--- src/rtl/load_store_unit.sv ---
// Byte/halfword/word load-store unit in front of a word-addressed memory; sub-word stores use read-modify-write.
// Latency: load/word store/error 1 cycle, sub-word store 2 cycles; requests are ignored while o_ready=0.
module load_store_unit #(
  parameter int DATA_WIDTH = 32,
  parameter int ADDR_WIDTH = 32
) (
  input  logic                  i_clk,
  input  logic                  i_arst_n,
  input  logic                  i_req,
  input  logic                  i_we,
  input  logic [1:0]            i_size,
  input  logic                  i_signed,
  input  logic [ADDR_WIDTH-1:0] i_addr,
  input  logic [DATA_WIDTH-1:0] i_wdata,
  output logic                  o_ready,
  output logic                  o_valid,
  output logic [DATA_WIDTH-1:0] o_rdata,
  output logic                  o_misaligned,
  output logic                  o_mem_we,
  output logic [ADDR_WIDTH-1:0] o_mem_address,
  output logic [DATA_WIDTH-1:0] o_mem_write_data,
  input  logic [DATA_WIDTH-1:0] i_mem_read_data
);

  typedef enum logic [2:0] {IDLE, LOAD, MERGE, WRITE, ERR} state_t;

  state_t                state;
  logic [ADDR_WIDTH-1:0] addr_q;
  logic [1:0]            size_q;
  logic                  signed_q;
  logic                  we_q;
  logic [DATA_WIDTH-1:0] wdata_q;
  logic [DATA_WIDTH-1:0] wbuf_q;

  logic                  misaligned_in;
  logic [DATA_WIDTH-1:0] byte_shift;
  logic [DATA_WIDTH-1:0] half_shift;
  logic [7:0]            byte_v;
  logic [15:0]           half_v;
  logic [DATA_WIDTH-1:0] load_val;
  logic [DATA_WIDTH-1:0] merge_val;
  logic [DATA_WIDTH-1:0] lane_mask;
  logic [DATA_WIDTH-1:0] lane_data;

  // Size 2'b11 shares the word alignment rule through i_size[1].
  assign misaligned_in = ((i_size == 2'b01) && i_addr[0]) ||
                         (i_size[1] && (i_addr[1:0] != 2'b00));

  assign byte_shift = i_mem_read_data >> {addr_q[1:0], 3'b000};
  assign half_shift = i_mem_read_data >> {addr_q[1], 4'b0000};
  assign byte_v     = byte_shift[7:0];
  assign half_v     = half_shift[15:0];

  always_comb begin
    load_val  = i_mem_read_data;
    lane_mask = '1;
    lane_data = wdata_q;
    case (size_q)
      2'b00: begin
        load_val  = {{24{signed_q & byte_v[7]}}, byte_v};
        lane_mask = 32'h0000_00FF << {addr_q[1:0], 3'b000};
        lane_data = (wdata_q & 32'h0000_00FF) << {addr_q[1:0], 3'b000};
      end
      2'b01: begin
        load_val  = {{16{signed_q & half_v[15]}}, half_v};
        lane_mask = 32'h0000_FFFF << {addr_q[1], 4'b0000};
        lane_data = (wdata_q & 32'h0000_FFFF) << {addr_q[1], 4'b0000};
      end
      default: ;
    endcase
    merge_val = (i_mem_read_data & ~lane_mask) | lane_data;
  end

  always_ff @(posedge i_clk or negedge i_arst_n) begin
    if (!i_arst_n) begin
      state        <= IDLE;
      addr_q       <= '0;
      size_q       <= '0;
      signed_q     <= 1'b0;
      we_q         <= 1'b0;
      wdata_q      <= '0;
      wbuf_q       <= '0;
      o_rdata      <= '0;
      o_valid      <= 1'b0;
      o_misaligned <= 1'b0;
    end else begin
      o_valid      <= 1'b0;
      o_misaligned <= 1'b0;
      case (state)
        IDLE: begin
          if (i_req) begin
            addr_q   <= i_addr;
            size_q   <= i_size;
            signed_q <= i_signed;
            we_q     <= i_we;
            wdata_q  <= i_wdata;
            if (misaligned_in) begin
              state <= ERR;
            end else if (!i_we) begin
              state <= LOAD;
            end else if (i_size[1]) begin
              wbuf_q <= i_wdata;
              state  <= WRITE;
            end else begin
              state <= MERGE;
            end
          end
        end
        LOAD: begin
          o_rdata <= load_val;
          o_valid <= 1'b1;
          state   <= IDLE;
        end
        MERGE: begin
          wbuf_q <= merge_val;
          state  <= WRITE;
        end
        WRITE: begin
          o_valid <= 1'b1;
          state   <= IDLE;
        end
        ERR: begin
          o_valid      <= 1'b1;
          o_misaligned <= 1'b1;
          state        <= IDLE;
        end
        default: state <= IDLE;
      endcase
    end
  end

  // Write enable decodes the state register directly so reset kills it without an edge.
  assign o_ready          = (state == IDLE);
  assign o_mem_we         = (state == WRITE);
  assign o_mem_address    = {2'b00, addr_q[ADDR_WIDTH-1:2]};
  assign o_mem_write_data = wbuf_q;

  logic unused_we;
  assign unused_we = we_q;

endmodule

--- config.mk ---
export PLATFORM = sky130hd
export DESIGN_NAME = load_store_unit
export DESIGN_NICKNAME = d
export VERILOG_FILES = /design/src/rtl/load_store_unit.sv
export SDC_FILE = /design/constraint.sdc
export NUM_CORES = 1
export LEC_CHECK = 0
export CAP_MARGIN = 30
export CORE_MARGIN = 5
export CORE_UTILIZATION = 51
export DETAILED_ROUTE_END_ITERATION = 10
export GPL_ROUTABILITY_DRIVEN = 0
export PLACE_DENSITY = 0.86
export SYNTH_ARGS = -nofsm -noshare
export SYNTH_HDL_FRONTEND = slang
export SYNTH_SLANG_ARGS = --single-unit
export TNS_END_PERCENT = 100
--- constraint.sdc ---
create_clock -name i_clk -period 4.3 [get_ports i_clk]
set_input_delay 0.86 -clock i_clk [delete_from_list [all_inputs] [get_ports i_clk]]
set_output_delay 0.86 -clock i_clk [all_outputs]
set_load 0.05 [all_outputs]
==> results.md, run 1 <==
* Status: completed
* Hold Crit Class: reg -> reg
* Netlist Area Pre-Place at 6740 sq um
* Post-synthesis cell count at 613
* Clock tree from TritonCTS: built
* Nets at 865
* I/O Buffers at 200
* Synth Area per Inst at 11.0 sq um
* Final TNS setup at 0 ps
* CP max stage cell: dfrtp_1
* Yosys top cell by area: dfrtp_1
* Max VDD drop at 0.720 mV
* Ports at 203
* Number of synthesis warnings at 0
* Reg-to-reg startpoint: state[1]
* Min-Delay Startpoint: o_mem_write_data[22]
* Total grt overflow at 0
* Leak Pwr at 3.68 nW
* Power Dens Cells at 989 nW/um^2
* Pin count of the biggest net entering global routing at 72
* Post-DP HPWL at 15,000 um
* Synth top area share at 0.505
* Most frequent cells in the layout: clkdlybuf4s50_1 (199), dfrtp_1 (136), mux2_2 (66)
* Fin crit share at 0.865
* DR iter-0 viols at 624
* Startpoint types: register
* CTS Sinks at 136
* Via-per-instance ratio at 6.12
* Slew Limit Fails at 0
* Number of global-route vias before repair at 6,009
* Post-Place Setup Slack at 1070 ps
* Hold buffer count at cts at 0
* CP Launch Point: state[1]
* Worst Tran Pin Value at 1050 ps
* WS Path Type: reg -> out
* Die W at 125 um
* Maximum fanout along the worst path at 25
* Ordered cell list for the critical path: clkinv_1 -> nor2_1 -> clkdlybuf4s50_1
* Max frequency at 0.269 GHz
* Async SR Flop Fraction at 1.00
* Row Count at 42
* Setup slack after layout at 581 ps
* Clock buffer depth at 2
* RSZ-0062 raised after global routing: false
* Crit-path max cell delay at 840 ps
* Endpoints failing setup at 0
* Max-slew headroom at 0.299
* Yosys reg bits at 136
* First-pass GRT wire length at 33,200 um
* Clock slew at reported path FFs at 50 ps
* Layout cell share with drive strength beyond 1 at 0.175
* N_diodes at 0
* Max cap viols at 0
* DRT Pass-1 Iters at 5
* Commonest non-fill, non-tap cell in the layout: clkdlybuf4s50_1
* Post-DR wirelength/cell at 22.2 um
* Core Box Area at 13,100 sq um
* Final hold violations at 0
* Crit path buffers/inverters at 2
* Number of post-CTS setup repair buffers at 0
* Max Clock Skew at 6.11 ps
* Synth area leaders: dfrtp_1 (50%), mux2_2 (11%), buf_4 (4.0%)
* Synthesis-to-layout area growth at 36.8%
* Vias at 5,817
* Minimum clock period at 3720 ps
* CP delay by family, top: buffers and inverters
* Post-CTS sizing at 0
* Overall routed net length at 21,100 um
* Total CTS buffers at 17
* Global Route Usage Sum at 0.269
* Netlist cell types at 50
* CP Capture Type: output port
* Root Driver: clkbuf_16
* Die ar. at 15,600 sq um
* Arr. time, crit path at 2860 ps
* Sequential area share after synthesis at 0.505
* Predominant post-synthesis flop cell: dfrtp_1
* Post-DRT Antenna Nets at 0
* Number of flops mapped to enable cells by yosys at 0
* Clk_lat worst skew at 420 ps
* CP required at 3440 ps
* Initial core utilization at 0.515
* Die Height at 125 um
* Residual DRC at 0
* H-tree depth at 4
* Initial antenna violation count at 0
-- path summary, 6_finish.rpt --
check | end | slack (ps) | cells past startpoint
setup reg to reg | o_mem_write_data[28] | 1650 | 5
hold / removal | o_mem_write_data[22] | 470 | 2
setup / recovery | o_mem_we | 580 | 3
max in group asynchronous | state[1] | 2880 | 2
hold reg to reg | o_mem_write_data[22] | 470 | 2
min in group asynchronous | addr_q[6] | 540 | 1
-- cell families (layout without fill, tap and decap cells) --
group           Yosys count  count (layout)  share of synthesized area
mux                      85              85                      0.140
other cells               1               2                   0.000556
simple gates            129             129                     0.0941
buf+inv                  84             245                     0.0750
compound gates          178             178                      0.185
flops                   136             136                      0.505
-- cells in the mapped netlist (2+ instances only) --
| master | n |
|---|---|
| dfrtp_1 | 136 |
| mux2_2 | 66 |
| nand2_1 | 55 |
| buf_4 | 36 |
| o21ai_0 | 32 |
| a21oi_1 | 27 |
| nor2_1 | 25 |
| o211ai_1 | 24 |
| clkbuf_1 | 19 |
| mux2i_1 | 18 |
| buf_2 | 17 |
| a211oi_1 | 16 |
| a221oi_1 | 16 |
| nor3_1 | 12 |
| nand3_1 | 10 |
| o21ai_2 | 10 |
| a31oi_1 | 9 |
| or2_2 | 9 |
| a32o_1 | 8 |
| a22o_1 | 7 |
| a22oi_1 | 7 |
| o221ai_1 | 7 |
| o22ai_1 | 7 |
| buf_6 | 4 |
| inv_1 | 4 |
| and2_1 | 3 |
| nor2b_1 | 3 |
| and3_1 | 2 |
| buf_1 | 2 |
| nand2b_1 | 2 |
-- registers in the layout, indices dropped and copies added (netlist names) --
name              flops
o_mem_write_data     32
wdata_q              32
size_q                2
o_rdata              32
addr_q               32
o_valid               1
state                 3
signed_q              1
o_misaligned          1
-- layer usage --
layer,routed length (um),vias up,global-route usage,share of wire
met2,10200,363,0.425,0.48
met4,878,0,0.117,0.042
met1,7920,2850,0.339,0.38
li1,-,2528,-,-
met5,0,-,0,0
met3,2110,76,0.0908,0.10
-- power by group --
| part | leakage [nW] | total, W | switching (W) | internal (W) |
|---|---|---|---|---|
| Combinational | 1.75 | 0.00505 | 0.00320 | 0.00185 |
| Clock | 0.320 | 0.00158 | 0.000536 | 0.00104 |
| Sequential | 1.62 | 0.00249 | 0.000546 | 0.00195 |
| Total | 3.68 | 0.00912 | 0.00428 | 0.00484 |
-- worst reg2reg max path: stages, from the launching register on --
cell and delay (ps):
dfrtp_1 840, nor3b_2 780, a41o_1 180, buf_4 370, mux2i_1 280, a31oi_1 70
-- area by class of cell --
class	count	area (sq um)
inverters	5	18.8
fillers	886	3860
clock inverters	8	140
flip-flops and latches	136	3400
well taps	176	220
repair buffers	208	2100
clock buffers	24	502
multi-input cells	394	2850
-- per-stage QoR --
stage                     hold slack [ps]  instance area, sq um  power (W)  cells  utilization
after floorplan                       481                  6750    0.00610    614            -
after global placement                475                  8560    0.00732    917        0.654
after detailed placement              470                  8580    0.00750    919        0.656
after CTS                             481                  9230    0.00911    951        0.705
after global routing                  509                  9230    0.00955    951        0.705
final                                 475                  9230    0.00912    951        0.705
Note: power is estimated with default switching activity, not from simulation.
==> run 2, diff against run 1 <==
--- a/config.mk
+++ b/config.mk
@@ -7,10 +7,11 @@
 export LEC_CHECK = 0
 export CAP_MARGIN = 30
 export CORE_MARGIN = 5
-export CORE_UTILIZATION = 51
+export CORE_UTILIZATION = 48
+export CTS_CLUSTER_DIAMETER = 60
 export DETAILED_ROUTE_END_ITERATION = 10
 export GPL_ROUTABILITY_DRIVEN = 0
-export PLACE_DENSITY = 0.86
+export PLACE_DENSITY = 0.81
 export SYNTH_ARGS = -nofsm -noshare
 export SYNTH_HDL_FRONTEND = slang
 export SYNTH_SLANG_ARGS = --single-unit
==> constraint.sdc (replaced) <==
create_clock -name i_clk -period 3.9 [get_ports i_clk]
set_input_delay 0.78 -clock i_clk [delete_from_list [all_inputs] [get_ports i_clk]]
set_output_delay 0.78 -clock i_clk [all_outputs]
set_load 0.05 [all_outputs]
==> run 2 against run 1 <==
Net effect: die area increased by 5.7%; flip-flop and latch count unchanged; critical path depth unchanged; non-clock buffer count increased by 3; via count shrank 0.10%; total power increased by 9.0%; sequential share of layout area is the same; combinational power increased by 9.9%; register-to-register slack worse by 260 ps; routed wire length grew 0.75%; clock skew grew 2.9 ps; first-iteration DRC count up 15%; critical path type unchanged; highest routed layer unchanged.
==> results.md, run 2 (synthesized netlist as in run 1, its figures left out) <==
* Row Count at 43
* Global Route Usage Sum at 0.257
* Maximum fanout along the worst path at 24
* Initial antenna violation count at 0
* Post-DRT Antenna Nets at 0
* Clock buffer depth at 2
* WS Path Type: reg -> out
* Total grt overflow at 0
* Total CTS buffers at 17
* Leak Pwr at 3.67 nW
* Hold buffer count at cts at 0
* Die Height at 129 um
* Endpoints failing setup at 0
* H-tree depth at 4
* R2r endpoint: o_mem_write_data[7]
* Status: completed
* DR iter-0 viols at 719
* Startpoint types: register
* Max VDD drop at 0.548 mV
* Die ar. at 16,500 sq um
* CP required at 3120 ps
* Max Clock Skew at 9.04 ps
* Die W at 129 um
* First-pass GRT wire length at 33,000 um
* Post-CTS sizing at 0
* CTS Sinks at 136
* Minimum clock period at 2990 ps
* Post-DR wirelength/cell at 22.2 um
* Reg-to-reg startpoint: size_q[0]
* N_diodes at 0
* Final TNS setup at 0 ps
* Final hold violations at 0
* Fin util at 0.667
* Clock slew at reported path FFs at 60 ps
* Max frequency at 0.334 GHz
* Overall routed net length at 21,200 um
* Number of global-route vias before repair at 6,037
* Clock tree from TritonCTS: built
* Max-slew headroom at 0.380
* Worst Tran Pin Value at 929 ps
* RSZ-0062 raised after global routing: false
* Nets at 868
* Post-DP HPWL at 15,600 um
* Number of post-CTS setup repair buffers at 0
* Root Driver: clkbuf_16
* Power Dens Cells at 1080 nW/um^2
* Pin count of the biggest net entering global routing at 80
* Vias at 5,811
* CP Capture Type: output port
* Max cap viols at 0
* Hold Crit Class: in -> async
* Most frequent cells in the layout: clkdlybuf4s50_1 (199), dfrtp_1 (136), mux2_2 (66)
* Worst Reg2Reg Path Length in Cells at 4
* I/O Buffers at 200
* Synthesis-to-layout area growth at 36.8%
* DRT Pass-1 Iters at 5
* Core Box Area at 13,800 sq um
* Layout cell share with drive strength beyond 1 at 0.176
* Residual DRC at 0
* Slew Limit Fails at 0
* Commonest non-fill, non-tap cell in the layout: clkdlybuf4s50_1
* R2R Setup Slk at 1390 ps
* Arr. time, crit path at 2210 ps
* Fin crit share at 0.768
* Initial core utilization at 0.488
* Clk_lat worst skew at 420 ps
* Via-per-instance ratio at 6.07
* Ports at 203
## run 2: cell types whose count changed in the layout (fill, tap and decap cells not counted)
cell        change
clkbuf_4        +1
clkinvlp_4      +2
clkinv_2        -1
buf_16          +1
clkbuf_8        -2
clkbuf_1        +1
buf_6           -1
bufinv_16       -1
buf_4           +2
## run 2: layout make-up
type	instances	area [sq um]
Clock buffer	23	478
Clock inverter	8	120
Fill cell	1020	4600
Inverter	5	18.8
Multi-Input combinational cell	394	2850
Sequential cell	136	3400
Tap cell	180	225
Timing Repair Buffer	211	2130
## run 2: power by group
group | switching (W) | total [W] | internal, W
sequential | 0.000621 | 0.00277 | 0.00215
clock | 0.000577 | 0.00163 | 0.00105
combinational | 0.00351 | 0.00555 | 0.00205
total | 0.00470 | 0.00995 | 0.00524
## run 2: how the worst max path moves through the flow
| stage | from | to | slack [ps] | depth (start not counted) |
|---|---|---|---|---|
| final | state[1] | o_ready | 910 | 3 |
| after detailed placement | i_mem_read_data[23] | o_rdata[16] | 840 | 5 |
| after floorplan | state[0] | addr_q[0] | 1130 | 7 |
| after global placement | i_mem_read_data[23] | o_rdata[31] | 950 | 5 |
| after global routing | state[1] | o_ready | 830 | 3 |
| after CTS | state[1] | o_ready | 890 | 3 |
## run 2: per-layer routing
metal | wire (um) | track usage | vias up
met2 | 10400 | 0.409 | 355
met3 | 2210 | 0.0760 | 69
met5 | 0 | 0 | -
met1 | 7740 | 0.320 | 2853
met4 | 895 | 0.132 | 0
li1 | - | - | 2534
## run 2: stage by stage
step | hold slack (ps) | cells | instance area, sq um | power, W | setup WS (ps)
2_1_floorplan | 481 | 614 | 6750 | 0.00673 | 1130
3_3_place_gp | 477 | 923 | 8580 | 0.00810 | 954
3_5_place_dp | 488 | 924 | 8590 | 0.00830 | 837
4_1_cts | 500 | 955 | 9190 | 0.00995 | 891
5_1_grt | 156 | 957 | 9230 | 0.0104 | 826
6_report | 166 | 957 | 9230 | 0.00995 | 907
## run 2: worst max-delay path, cell delays in order (launching register included)
cell	delay, ps
dfrtp_1	380
buf_4	220
nor3_1	310
clkdlybuf4s50_1	890
